--- config.mk ---
export PLATFORM = sky130hd
export DESIGN_NAME = intr_ctrl_flat
export DESIGN_NICKNAME = d
export VERILOG_FILES = /design/src/rtl/cpu_defs.sv /design/src/rtl/intr_ctrl_pkg.sv /design/src/rtl/intr_ctrl_if.sv /design/src/rtl/intr_ctrl_sync.sv /design/src/rtl/intr_ctrl.sv /design/src/flat_wrapper.sv
export SDC_FILE = /design/constraint.sdc
export NUM_CORES = 1
export LEC_CHECK = 0
export ABC_CLOCK_PERIOD_IN_PS = 2300
export CAP_MARGIN = 20
export CORE_AREA = 2 2 121 123
export DETAILED_ROUTE_END_ITERATION = 10
export DIE_AREA = 0 0 123 125
export MAX_ROUTING_LAYER = met4
export PLACE_DENSITY = 0.69
export SLEW_MARGIN = 30
export SYNTH_ARGS = -nofsm -noshare
export SYNTH_HDL_FRONTEND = slang
export SYNTH_SLANG_ARGS = --single-unit
--- constraint.sdc ---
create_clock -name clk -period 2.3 [get_ports clk]
set_clock_uncertainty 0.1 [all_clocks]
set_input_delay 0.46 -clock clk [delete_from_list [all_inputs] [get_ports clk]]
set_output_delay 0.46 -clock clk [all_outputs]
set_load 0.005 [all_outputs]
--- src/rtl/cpu_defs.sv ---
// cpu_defs: CSR snapshot and CSR exception-write types shared across the core.
//   crmd_t / prmd_t / ecfg_t  : architectural CSR field layouts
//   csr_t                     : read snapshot handed to consumers of CSR state
//   excp_wr_csr_req_t         : one-shot exception write into the CSR file
//   ecode_e                   : exception codes (interrupt = 0)
//   IS_*                      : bit positions inside ESTAT.IS
package cpu_defs;

    typedef struct packed {
        logic       pg;
        logic       da;
        logic       ie;
        logic [1:0] plv;
    } crmd_t;

    typedef struct packed {
        logic       pie;
        logic [1:0] pplv;
    } prmd_t;

    typedef struct packed {
        logic [12:0] lie;
    } ecfg_t;

    typedef struct packed {
        crmd_t       crmd;
        ecfg_t       ecfg;
        logic [31:0] eentry;
        logic [31:0] badv;
        logic [18:0] tlbehi_vppn;
    } csr_t;

    typedef struct packed {
        logic        we;
        crmd_t       crmd;
        prmd_t       prmd;
        logic [5:0]  ecode;
        logic [8:0]  esubcode;
        logic [31:0] era;
        logic [31:0] badv;
        logic [18:0] tlbehi_vppn;
    } excp_wr_csr_req_t;

    typedef enum logic [5:0] {
        ECODE_INT = 6'h00
    } ecode_e;

    localparam int IS_W      = 13;
    localparam int IS_SWI_LO = 0;
    localparam int IS_HWI_LO = 2;
    localparam int IS_TI     = 11;
    localparam int IS_IPI    = 12;

endpackage

--- src/rtl/intr_ctrl_pkg.sv ---
// intr_ctrl_pkg: block-local constants and the helper that forms the CSR
// write performed on interrupt entry.
//   int_entry_req(csr, era, ecode) -> excp_wr_csr_req_t with we=1
package intr_ctrl_pkg;
    import cpu_defs::*;

    localparam logic [1:0] PLV_KERNEL = 2'd0;
    localparam int         HWI_N      = 8;

    // Enter kernel with interrupts masked; previous plv/ie are saved in prmd.
    // badv and tlbehi.vppn are rewritten with their current values so the
    // write port does not need per-field enables.
    function automatic excp_wr_csr_req_t int_entry_req(input csr_t        csr,
                                                       input logic [31:0] era,
                                                       input logic [5:0]  ecode);
        excp_wr_csr_req_t r;
        r             = '0;
        r.we          = 1'b1;
        r.crmd        = csr.crmd;
        r.crmd.plv    = PLV_KERNEL;
        r.crmd.ie     = 1'b0;
        r.prmd.pplv   = csr.crmd.plv;
        r.prmd.pie    = csr.crmd.ie;
        r.ecode       = ecode;
        r.esubcode    = '0;
        r.era         = era;
        r.badv        = csr.badv;
        r.tlbehi_vppn = csr.tlbehi_vppn;
        return r;
    endfunction

endpackage

--- src/rtl/intr_ctrl_if.sv ---
// intr_ctrl_if: commit, CSR and fetch-redirect signals of the interrupt
// controller.
//   master (controller): in  csr_rd, excp_busy, int_ack, ack_pc, redirect_ready
//                        out is, int_req, excp_wr_req, redirect_valid,
//                            redirect_pc, fsm_state (debug view of the FSM)
//   slave  (core side) : the reverse directions
//
// Handshakes: int_req/int_ack and redirect_valid/redirect_ready are
// valid/ready pairs. A transfer happens on a rising edge where both are high.
// The controller may withdraw int_req before an ack (the interrupt went
// away); redirect_valid and redirect_pc are held stable until accepted.
// excp_wr_req.we is a single-cycle strobe with no back-pressure.
interface intr_ctrl_if;
    import cpu_defs::*;

    csr_t             csr_rd;
    logic             excp_busy;
    logic [IS_W-1:0]  is;
    logic             int_req;
    logic             int_ack;
    logic [31:0]      ack_pc;
    excp_wr_csr_req_t excp_wr_req;
    logic             redirect_valid;
    logic [31:0]      redirect_pc;
    logic             redirect_ready;
    logic [1:0]       fsm_state;

    modport master (
        input  csr_rd, excp_busy, int_ack, ack_pc, redirect_ready,
        output is, int_req, excp_wr_req, redirect_valid, redirect_pc, fsm_state
    );

    modport slave (
        output csr_rd, excp_busy, int_ack, ack_pc, redirect_ready,
        input  is, int_req, excp_wr_req, redirect_valid, redirect_pc, fsm_state
    );

endinterface

--- src/rtl/intr_ctrl_sync.sv ---
// intr_sync: N-bit multi-flop synchronizer for asynchronous level inputs.
//   clk, rst : clock, synchronous active-high reset (clears all stages)
//   d        : asynchronous input bits
//   q        : d delayed by STAGES flops (STAGES below 2 is raised to 2)
module intr_sync #(
    parameter int WIDTH  = 8,
    parameter int STAGES = 2
) (
    input  logic             clk,
    input  logic             rst,
    input  logic [WIDTH-1:0] d,
    output logic [WIDTH-1:0] q
);
    localparam int DEPTH = (STAGES < 2) ? 2 : STAGES;

    logic [WIDTH-1:0] stage_q [DEPTH];
    logic [WIDTH-1:0] stage_d [DEPTH];

    always_comb begin
        stage_d[0] = d;
        for (int i = 1; i < DEPTH; i++) begin
            stage_d[i] = stage_q[i-1];
        end
    end

    always_ff @(posedge clk) begin
        if (rst) begin
            for (int i = 0; i < DEPTH; i++) begin
                stage_q[i] <= '0;
            end
        end else begin
            for (int i = 0; i < DEPTH; i++) begin
                stage_q[i] <= stage_d[i];
            end
        end
    end

    assign q = stage_q[DEPTH-1];

endmodule

--- src/rtl/intr_ctrl.sv ---
// intr_ctrl: owns ESTAT.IS and sequences interrupt entry.
//   clk, rst       : clock, synchronous active-high reset
//   hw_int[7:0]    : asynchronous external lines -> IS[9:2] after sync
//   swi/swi_clr    : set/clear pulses for IS[1:0] (set wins)
//   ti/ti_clr      : timer level / clear pulse for IS[11] (set wins)
//   bus (master)   : CSR snapshot and exception write, commit handshake,
//                    fetch redirect (see intr_ctrl_if)
//   int_lat        : only with INTR_CTRL_LAT_CNT_EN defined; cycles from
//                    int_req assertion to redirect acceptance of the last
//                    completed entry
// Sequence: IDLE -> REQ (int_req) -> WRITE (one CSR write strobe)
//           -> REDIRECT (fetch to EENTRY) -> IDLE.
module intr_ctrl
    import cpu_defs::*, intr_ctrl_pkg::*;
#(
    parameter int         HWI_SYNC_STAGES = 2,
    parameter logic [5:0] INT_ECODE       = ECODE_INT
) (
    input  logic             clk,
    input  logic             rst,
    input  logic [HWI_N-1:0] hw_int,
    input  logic [1:0]       swi,
    input  logic [1:0]       swi_clr,
    input  logic             ti,
    input  logic             ti_clr,
    intr_ctrl_if.master      bus
`ifdef INTR_CTRL_LAT_CNT_EN
    ,
    output logic [31:0]      int_lat
`endif
);

    typedef enum logic [1:0] {
        S_IDLE     = 2'd0,
        S_REQ      = 2'd1,
        S_WRITE    = 2'd2,
        S_REDIRECT = 2'd3
    } state_e;

    state_e           state_q, state_d;
    logic [IS_W-1:0]  is_q, is_d;
    logic             int_req_q, int_req_d;
    logic             we_q, we_d;
    logic             redir_v_q, redir_v_d;
    logic [31:0]      era_q, era_d;
    logic [31:0]      redir_pc_q, redir_pc_d;
    logic [HWI_N-1:0] hwi_sync;
    logic             take;
    excp_wr_csr_req_t wr_req;

    intr_sync #(
        .WIDTH  (HWI_N),
        .STAGES (HWI_SYNC_STAGES)
    ) u_hwi_sync (
        .clk (clk),
        .rst (rst),
        .d   (hw_int),
        .q   (hwi_sync)
    );

    // Pending vector. Hardware lines are level-sensitive (not latched);
    // software and timer bits are sticky with set taking priority.
    always_comb begin
        is_d = '0;
        for (int i = 0; i < 2; i++) begin
            is_d[IS_SWI_LO+i] = swi[i] | (is_q[IS_SWI_LO+i] & ~swi_clr[i]);
        end
        is_d[IS_HWI_LO +: HWI_N] = hwi_sync;
        is_d[IS_TI]              = ti | (is_q[IS_TI] & ~ti_clr);
        is_d[IS_IPI]             = 1'b0;
    end

    assign take = bus.csr_rd.crmd.ie
                & (|(is_q & bus.csr_rd.ecfg.lie))
                & ~bus.excp_busy;

    always_comb begin
        state_d    = state_q;
        era_d      = era_q;
        redir_pc_d = redir_pc_q;
        case (state_q)
            S_IDLE: begin
                if (take) begin
                    state_d = S_REQ;
                end
            end
            S_REQ: begin
                // An ack on the same edge the interrupt vanishes is still
                // honoured: commit has already squashed the instruction.
                if (bus.int_ack) begin
                    era_d   = bus.ack_pc;
                    state_d = S_WRITE;
                end else if (!take) begin
                    state_d = S_IDLE;
                end
            end
            S_WRITE: begin
                redir_pc_d = {bus.csr_rd.eentry[31:6], 6'b0};
                state_d    = S_REDIRECT;
            end
            S_REDIRECT: begin
                if (bus.redirect_ready) begin
                    state_d = S_IDLE;
                end
            end
            default: begin
                state_d = S_IDLE;
            end
        endcase
        // Handshake outputs are flops decoded from the next state, which
        // keeps them glitch-free and mutually exclusive.
        int_req_d = (state_d == S_REQ);
        we_d      = (state_d == S_WRITE);
        redir_v_d = (state_d == S_REDIRECT);
    end

    always_ff @(posedge clk) begin
        if (rst) begin
            state_q    <= S_IDLE;
            is_q       <= '0;
            int_req_q  <= 1'b0;
            we_q       <= 1'b0;
            redir_v_q  <= 1'b0;
            era_q      <= '0;
            redir_pc_q <= '0;
        end else begin
            state_q    <= state_d;
            is_q       <= is_d;
            int_req_q  <= int_req_d;
            we_q       <= we_d;
            redir_v_q  <= redir_v_d;
            era_q      <= era_d;
            redir_pc_q <= redir_pc_d;
        end
    end

    // Payload is only driven while the strobe is up so an idle write port
    // reads as all zeros.
    always_comb begin
        wr_req = '0;
        if (we_q) begin
            wr_req = int_entry_req(bus.csr_rd, era_q, INT_ECODE);
        end
    end

    assign bus.is             = is_q;
    assign bus.int_req        = int_req_q;
    assign bus.excp_wr_req    = wr_req;
    assign bus.redirect_valid = redir_v_q;
    assign bus.redirect_pc    = redir_pc_q;
    assign bus.fsm_state      = state_q;

`ifdef INTR_CTRL_LAT_CNT_EN
    logic [31:0] lat_cnt_q, lat_cnt_d;
    logic [31:0] int_lat_q, int_lat_d;

    // Counter reads 0 in the first REQ cycle and counts every cycle until
    // the redirect is accepted; that final value is published.
    always_comb begin
        lat_cnt_d = lat_cnt_q;
        int_lat_d = int_lat_q;
        if (state_q == S_IDLE) begin
            if (state_d == S_REQ) begin
                lat_cnt_d = '0;
            end
        end else begin
            lat_cnt_d = lat_cnt_q + 32'd1;
        end
        if (state_q == S_REDIRECT && bus.redirect_ready) begin
            int_lat_d = lat_cnt_q;
        end
    end

    always_ff @(posedge clk) begin
        if (rst) begin
            lat_cnt_q <= '0;
            int_lat_q <= '0;
        end else begin
            lat_cnt_q <= lat_cnt_d;
            int_lat_q <= int_lat_d;
        end
    end

    assign int_lat = int_lat_q;
`endif

endmodule
--- src/flat_wrapper.sv ---
// flat-port wrapper written by rule: the top's interface ports become plain ports
module intr_ctrl_flat import cpu_defs::*, intr_ctrl_pkg::*;
#(
    parameter int         HWI_SYNC_STAGES = 2,
    parameter logic [5:0] INT_ECODE       = ECODE_INT
)
  (clk, rst, hw_int, swi, swi_clr, ti, ti_clr, bus_csr_rd, bus_excp_busy, bus_int_ack, bus_ack_pc, bus_redirect_ready, bus_is, bus_int_req, bus_excp_wr_req, bus_redirect_valid, bus_redirect_pc, bus_fsm_state);
  intr_ctrl_if bus_i ();
  input  logic clk;
  input  logic rst;
  input  logic [HWI_N-1:0] hw_int;
  input  logic [1:0] swi;
  input  logic [1:0] swi_clr;
  input  logic ti;
  input  logic ti_clr;
  input wire logic [$bits(bus_i.csr_rd)-1:0] bus_csr_rd;
  input wire logic [$bits(bus_i.excp_busy)-1:0] bus_excp_busy;
  input wire logic [$bits(bus_i.int_ack)-1:0] bus_int_ack;
  input wire logic [$bits(bus_i.ack_pc)-1:0] bus_ack_pc;
  input wire logic [$bits(bus_i.redirect_ready)-1:0] bus_redirect_ready;
  output wire logic [$bits(bus_i.is)-1:0] bus_is;
  output wire logic [$bits(bus_i.int_req)-1:0] bus_int_req;
  output wire logic [$bits(bus_i.excp_wr_req)-1:0] bus_excp_wr_req;
  output wire logic [$bits(bus_i.redirect_valid)-1:0] bus_redirect_valid;
  output wire logic [$bits(bus_i.redirect_pc)-1:0] bus_redirect_pc;
  output wire logic [$bits(bus_i.fsm_state)-1:0] bus_fsm_state;
  assign bus_i.csr_rd = bus_csr_rd;
  assign bus_i.excp_busy = bus_excp_busy;
  assign bus_i.int_ack = bus_int_ack;
  assign bus_i.ack_pc = bus_ack_pc;
  assign bus_i.redirect_ready = bus_redirect_ready;
  assign bus_is = bus_i.is;
  assign bus_int_req = bus_i.int_req;
  assign bus_excp_wr_req = bus_i.excp_wr_req;
  assign bus_redirect_valid = bus_i.redirect_valid;
  assign bus_redirect_pc = bus_i.redirect_pc;
  assign bus_fsm_state = bus_i.fsm_state;
  intr_ctrl #(.HWI_SYNC_STAGES(HWI_SYNC_STAGES), .INT_ECODE(INT_ECODE)) u_core (.clk(clk), .rst(rst), .hw_int(hw_int), .swi(swi), .swi_clr(swi_clr), .ti(ti), .ti_clr(ti_clr), .bus(bus_i));
endmodule
==> results of run 1 <==
report_power, final:
group | total, W | leakage (nW) | switching (W) | internal (W)
Sequential | 0.00162 | 0.732 | 0.0000197 | 0.00160
Combinational | 0.000432 | 1.65 | 0.000134 | 0.000298
Clock | 0.00143 | 0.136 | 0.000587 | 0.000839
Total | 0.00348 | 2.52 | 0.000741 | 0.00274
per-stage QoR:
stage | std cells | power (W) | area (sq um)
after CTS | 915 | 0.00353 | 6840
after floorplan | 493 | 0.00180 | 3890
after global placement | 899 | 0.00208 | 6550
after global routing | 916 | 0.00363 | 6870
final | 916 | 0.00348 | 6870
after detailed placement | 899 | 0.00209 | 6550
cell type report:
class	instances	area, sq um
Clock inverter	5	55.1
Clock buffer	11	233
Timing Repair Buffer	282	2840
Sequential cell	90	1800
Inverter	4	15.0
Fill cell	1404	7340
Tap cell	184	230
Multi-Input combinational cell	340	1690
registers in the layout, summed over array words and instances, names as in the netlist:
register / cells
u_core.bus.redirect_valid: 1
u_core.bus.fsm_state: 2
u_core.bus.is: 11
u_core.we_q: 1
u_core.era_q: 32
u_core.u_hwi_sync.stage_q: 16
u_core.bus.redirect_pc: 26
u_core.bus.int_req: 1
cells by family after synthesis:
logic type | count (synthesis) | synth area share
AND/OR/NAND/NOR | 244 | 0.323
flip-flops | 90 | 0.475
AO/OA/AOI/OAI | 70 | 0.0973
buffers and inverters | 63 | 0.104
other | 1 | 0.000988
final timing paths:
path / start / end / slack (ns) / cells after the start
setup / recovery: u_core.we_q / bus_excp_wr_req[8] / 0.09 / 3
hold / removal: rst / u_core.we_q / 0.31 / 2
setup reg to reg: u_core.bus.fsm_state[1] / u_core.era_q[25] / 0.89 / 4
hold reg to reg: u_core.u_hwi_sync.stage_q[1][7] / u_core.bus.is[9] / 0.34 / 1
worst reg2reg max path, cell delays in order (launching register included):
cell	delay, ns
dfxtp_1	0.49
nand3b_1	0.15
buf_4	0.34
nand2_1	0.10
a21oi_1	0.16
timing repair:
item	in CTS	in global routing
resized for setup	0	0
endpoints found under the hold margin	0	0
endpoints found under the setup margin	0	2
buffers inserted	0	0
layer usage:
layer,vias to the layer above,global-route usage,part of all wire,wire length (microns)
met1,1694,0.171,0.39,4960
li1,1930,-,-,-
met5,-,-,0,0
met2,168,0.283,0.50,6450
met3,11,0.0520,0.10,1300
met4,0,0.0488,0.012,148
placed cells by master, fill, tap and decap left out:
cell type	count
and3b_1	1
clkbuf_16	10
clkbuf_1	2
nand2b_1	1
clkinv_2	2
nor2b_2	1
clkdlybuf4s50_1	272
and2_1	88
a22oi_1	5
and4_1	1
dfxtp_1	89
nand3b_1	1
dfxtp_2	1
nor3_1	1
a31oi_1	1
buf_12	2
a21oi_1	63
a222oi_1	1
inv_1	4
nor2b_1	25
bufinv_16	1
buf_2	1
nand2_1	120
nor2_1	4
buf_4	6
conb_1	26
nor4b_1	1
clkinvlp_4	2
==> impl_metrics.tcl, run 1 <==
set metrics [dict create \
    status "completed" \
    synth_most_common_cell "nand2_1" \
    yosysUniqueCellTypes 22 \
    ys.flop_type "dfxtp_1" \
    rows 44 \
    path_buf_inv 2 \
    wl_per_cell_microns 14.0 \
    worst_path_max_delay_cell "clkdlybuf4s50_1" \
    gp_congestion 0.725 \
    syn_area_per_cell_sq_um 8.11 \
    synth_commonest_cells "nand2_1, dfxtp_1, and2_1, a21oi_1, buf_4" \
    layout_setup_ws_ns 0.0941 \
    ys_seq_area_frac 0.475 \
    max_freq_ghz 0.453 \
    cts_tree "yes" \
    grt_max_degree 90 \
    antenna_found_initial 0 \
    critPathArrivalTime_ns 1.65 \
    dp_hpwl_mm 9.44 \
    htreeDepth 3 \
    clk_pin_slew_worst_paths_ns 0.06 \
    cts_buffer_depth 2 \
    drc 0 \
    holdWs_ns 0.314 \
    core_sq_mm 0.0142 \
    ant_nets 0 \
    p_per_area_mw_per_mm2 507 \
    drive_gt1_frac 0.0355 \
    wirelength_mm 12.9 \
    syn_area_sq_mm 0.00379 \
    numPortBuffers 273 \
    boundaryPins 308 \
    die_height_microns 125 \
    yosys_warnings 0 \
    hold_viol 0 \
    min_path_type "input pin to flop" \
    setup_viol 0 \
    grt.overflow.total 0 \
    slowest_delay_ns 0.57 \
    yosysTopAreaCell "dfxtp_1" \
    tns_ns 0 \
    ctsRootBufferMaster "clkbuf_16" \
    areaGrowthSynthToFinish_pct 81.0 \
    cts.sinks 90 \
    track_usage 0.162 \
    num_vias 3803 \
    dieArea_sq_mm 0.0154 \
    path_max_fanout 45 \
    end_kind "output pin" \
    rsz0062_at_grt "no" \
    grt_pass1_wl_mm 18.7 \
    start_util 0.267 \
    utilization 0.483 \
    postSynthCellCount 468 \
    cap_violations 0 \
    path_cells "buf_12 -> and2_1 -> clkdlybuf4s50_1" \
    drtIter0Drc 94 \
    startpoint_type "flop" \
    dieWidth_microns 123 \
    diodes 0 \
    postCtsHoldBufs 0 \
    grt_pass1_vias 3574 \
    ys_ff_latch 90 \
    period_minus_slack_ns 2.21 \
    clock_latency_ns 0.33 \
    vias_per_cell 4.15 \
    synth_edf_count 0 \
    synth_area_leaders "dfxtp_1, and2_1, nand2_1" \
    cpLargestDelayFamily "buffers and inverters" \
    cts_buffers 9 \
    final_max_slew_viol_count 0 \
    async_flop_share 0 \
    crit_required_ns 1.74 \
    final_nets 879 \
    synth_top_area_share 0.475 \
    critPathKind "flop to output pin" \
    finalCritPeriodShare 0.959 \
    pre_cts_slack_ns 0.115 \
    firstDrtPassIters 4 \
    p_leak_nw 2.52 \
    ir_drop_mv 0.282 \
]
No activity file was read; power rests on OpenSTA's default activity.
==> run 2: changes to the inputs <==
==> constraint.sdc (replaced) <==
create_clock -name clk -period 2.3 [get_ports clk]
set_clock_uncertainty 0.1 [all_clocks]
set_input_delay 0.69 -clock clk [delete_from_list [all_inputs] [get_ports clk]]
set_output_delay 0.69 -clock clk [all_outputs]
set_load 0.005 [all_outputs]
==> impl_metrics.tcl, run 2 (same netlist as run 1, synthesis figures left out) <==
set metrics [dict create \
    gp_congestion 0.734 \
    cap_violations 0 \
    wl_per_cell_microns 13.8 \
    startpoint_type "input pin" \
    path_max_fanout 1 \
    drc 0 \
    track_usage 0.167 \
    cts.sinks 90 \
    final_max_slew_viol_count 0 \
    p_leak_nw 2.87 \
    final_common_cell "clkdlybuf4s50_1" \
    firstDrtPassIters 4 \
    wirelength_mm 12.8 \
    hold_viol 0 \
    drtIter0Drc 54 \
    end_kind "output pin" \
    largest_reg_flops 32 \
    grt.overflow.total 0 \
    numPortBuffers 273 \
    ir_drop_mv 0.281 \
    rows 44 \
    p_per_area_mw_per_mm2 507 \
    r2r_cells 5 \
    finalCritPeriodShare 0.995 \
    grt_pass1_wl_mm 19.4 \
    cp-startpoint "bus_csr_rd[4]" \
    boundaryPins 308 \
    clk_pin_slew_worst_paths_ns 0.06 \
    final_nets 891 \
    dieWidth_microns 123 \
    holdWs_ns 0.334 \
    start_util 0.267 \
    crit_required_ns 1.51 \
    p_total_w 0.00351 \
    vias_per_cell 4.14 \
    layout_common_cells "clkdlybuf4s50_1, nand2_1, dfxtp_1" \
    fillCellCount 1438 \
    drive_gt1_frac 0.0875 \
    clock_latency_ns 0.33 \
    reg2reg_to "u_core.era_q[14]" \
    min_path_type "flop to flop" \
    status "completed" \
    setup_viol 0 \
    dp_hpwl_mm 9.15 \
    max_freq_ghz 0.437 \
    critPathArrivalTime_ns 1.50 \
    critPathKind "input pin to output pin" \
    grt_pass1_vias 3628 \
    antenna_found_initial 1 \
    core_sq_mm 0.0142 \
    die_height_microns 125 \
    dieArea_sq_mm 0.0154 \
    reg2reg_from "u_core.bus.fsm_state[1]" \
    grt_max_degree 86 \
    areaGrowthSynthToFinish_pct 82.3 \
    pre_cts_slack_ns -0.360 \
    cts_buffer_depth 2 \
    cts_buffers 9 \
    regMostFlops "u_core.era_q" \
    layout_setup_ws_ns 0.0124 \
    cts_tree "yes" \
    ctsRootBufferMaster "clkbuf_16" \
    r2r_slack_ns 0.93 \
    num_vias 3841 \
    utilization 0.487 \
    ant_nets 0 \
    period_minus_slack_ns 2.29 \
    htreeDepth 3 \
    critical_path.endpoint "bus_excp_wr_req[4]" \
]
run 2: cell count changes in the layout (fill, tap and decap cells not counted), sizes merged, moves of 2 or more:
cell | before | now
buf | 9 | 34
clkdlybuf4s15 | 0 | 32
dlygate4sd2 | 0 | 33
clkdlybuf4s50 | 272 | 181
clkbuf | 12 | 24
clkinv | 2 | 0
bufbuf | 0 | 2
run 2: worst min-delay path by stage:
stage                                         start                               to  slack [ns]  cells after the start
CTS                 u_core.u_hwi_sync.stage_q[0][2]  u_core.u_hwi_sync.stage_q[1][2]        0.34                      1
global route        u_core.u_hwi_sync.stage_q[1][4]                 u_core.bus.is[6]        0.35                      1
floorplan           u_core.u_hwi_sync.stage_q[1][0]                 u_core.bus.is[2]        0.31                      1
global placement    u_core.u_hwi_sync.stage_q[0][3]  u_core.u_hwi_sync.stage_q[1][3]        0.32                      1
detailed placement  u_core.u_hwi_sync.stage_q[0][2]  u_core.u_hwi_sync.stage_q[1][2]        0.32                      1
finish              u_core.u_hwi_sync.stage_q[0][0]  u_core.u_hwi_sync.stage_q[1][0]        0.33                      1
run 2: cell type report:
type / count / area (sq um) / area share
Inverter: 4 / 15.0 / 0.00217
Antenna cell: 1 / 2.50 / 0.000362
Clock buffer: 13 / 250 / 0.0362
Clock inverter: 2 / 37.5 / 0.00543
Tap cell: 184 / 230 / 0.0333
Timing Repair Buffer: 294 / 2880 / 0.417
Sequential cell: 90 / 1810 / 0.261
Multi-Input combinational cell: 340 / 1690 / 0.245
run 2: metrics by stage:
stage               area, sq um  setup TNS, ns  instances
floorplan                  3890              0        493
global placement           6590         -14.11        901
detailed placement         6590         -14.13        901
CTS                        6950         -0.108        925
global route               6910        -0.0291        928
finish                     6910              0        928
run 2: routing by layer:
layer | wire (microns) | share of wire | vias up | GRT usage
li1 | - | - | 1956 | -
met5 | 0 | 0 | - | -
met4 | 178 | 0.014 | 0 | 0.0481
met1 | 4910 | 0.38 | 1703 | 0.181
met2 | 6350 | 0.50 | 169 | 0.290
met3 | 1330 | 0.10 | 13 | 0.0547
run 2: power by group:
| group | leakage (nW) | internal (W) | switching (W) |
|---|---|---|---|
| logic | 2.00 | 0.000302 | 0.000134 |
| registers | 0.732 | 0.00160 | 0.0000189 |
| clock network | 0.136 | 0.000868 | 0.000583 |
run 2: critical path, cell delays in order:
cell             delay, ns
clkdlybuf4s50_1       0.45
and2_1                0.11
clkdlybuf4s15_1       0.24
run 2: what timing repair did:
action	4_1_cts	5_1_grt
hold buffers	0	0
setup buffers	5	2
resized for setup	161	33
cloned	4	0
endpoints found under the setup margin	88	42
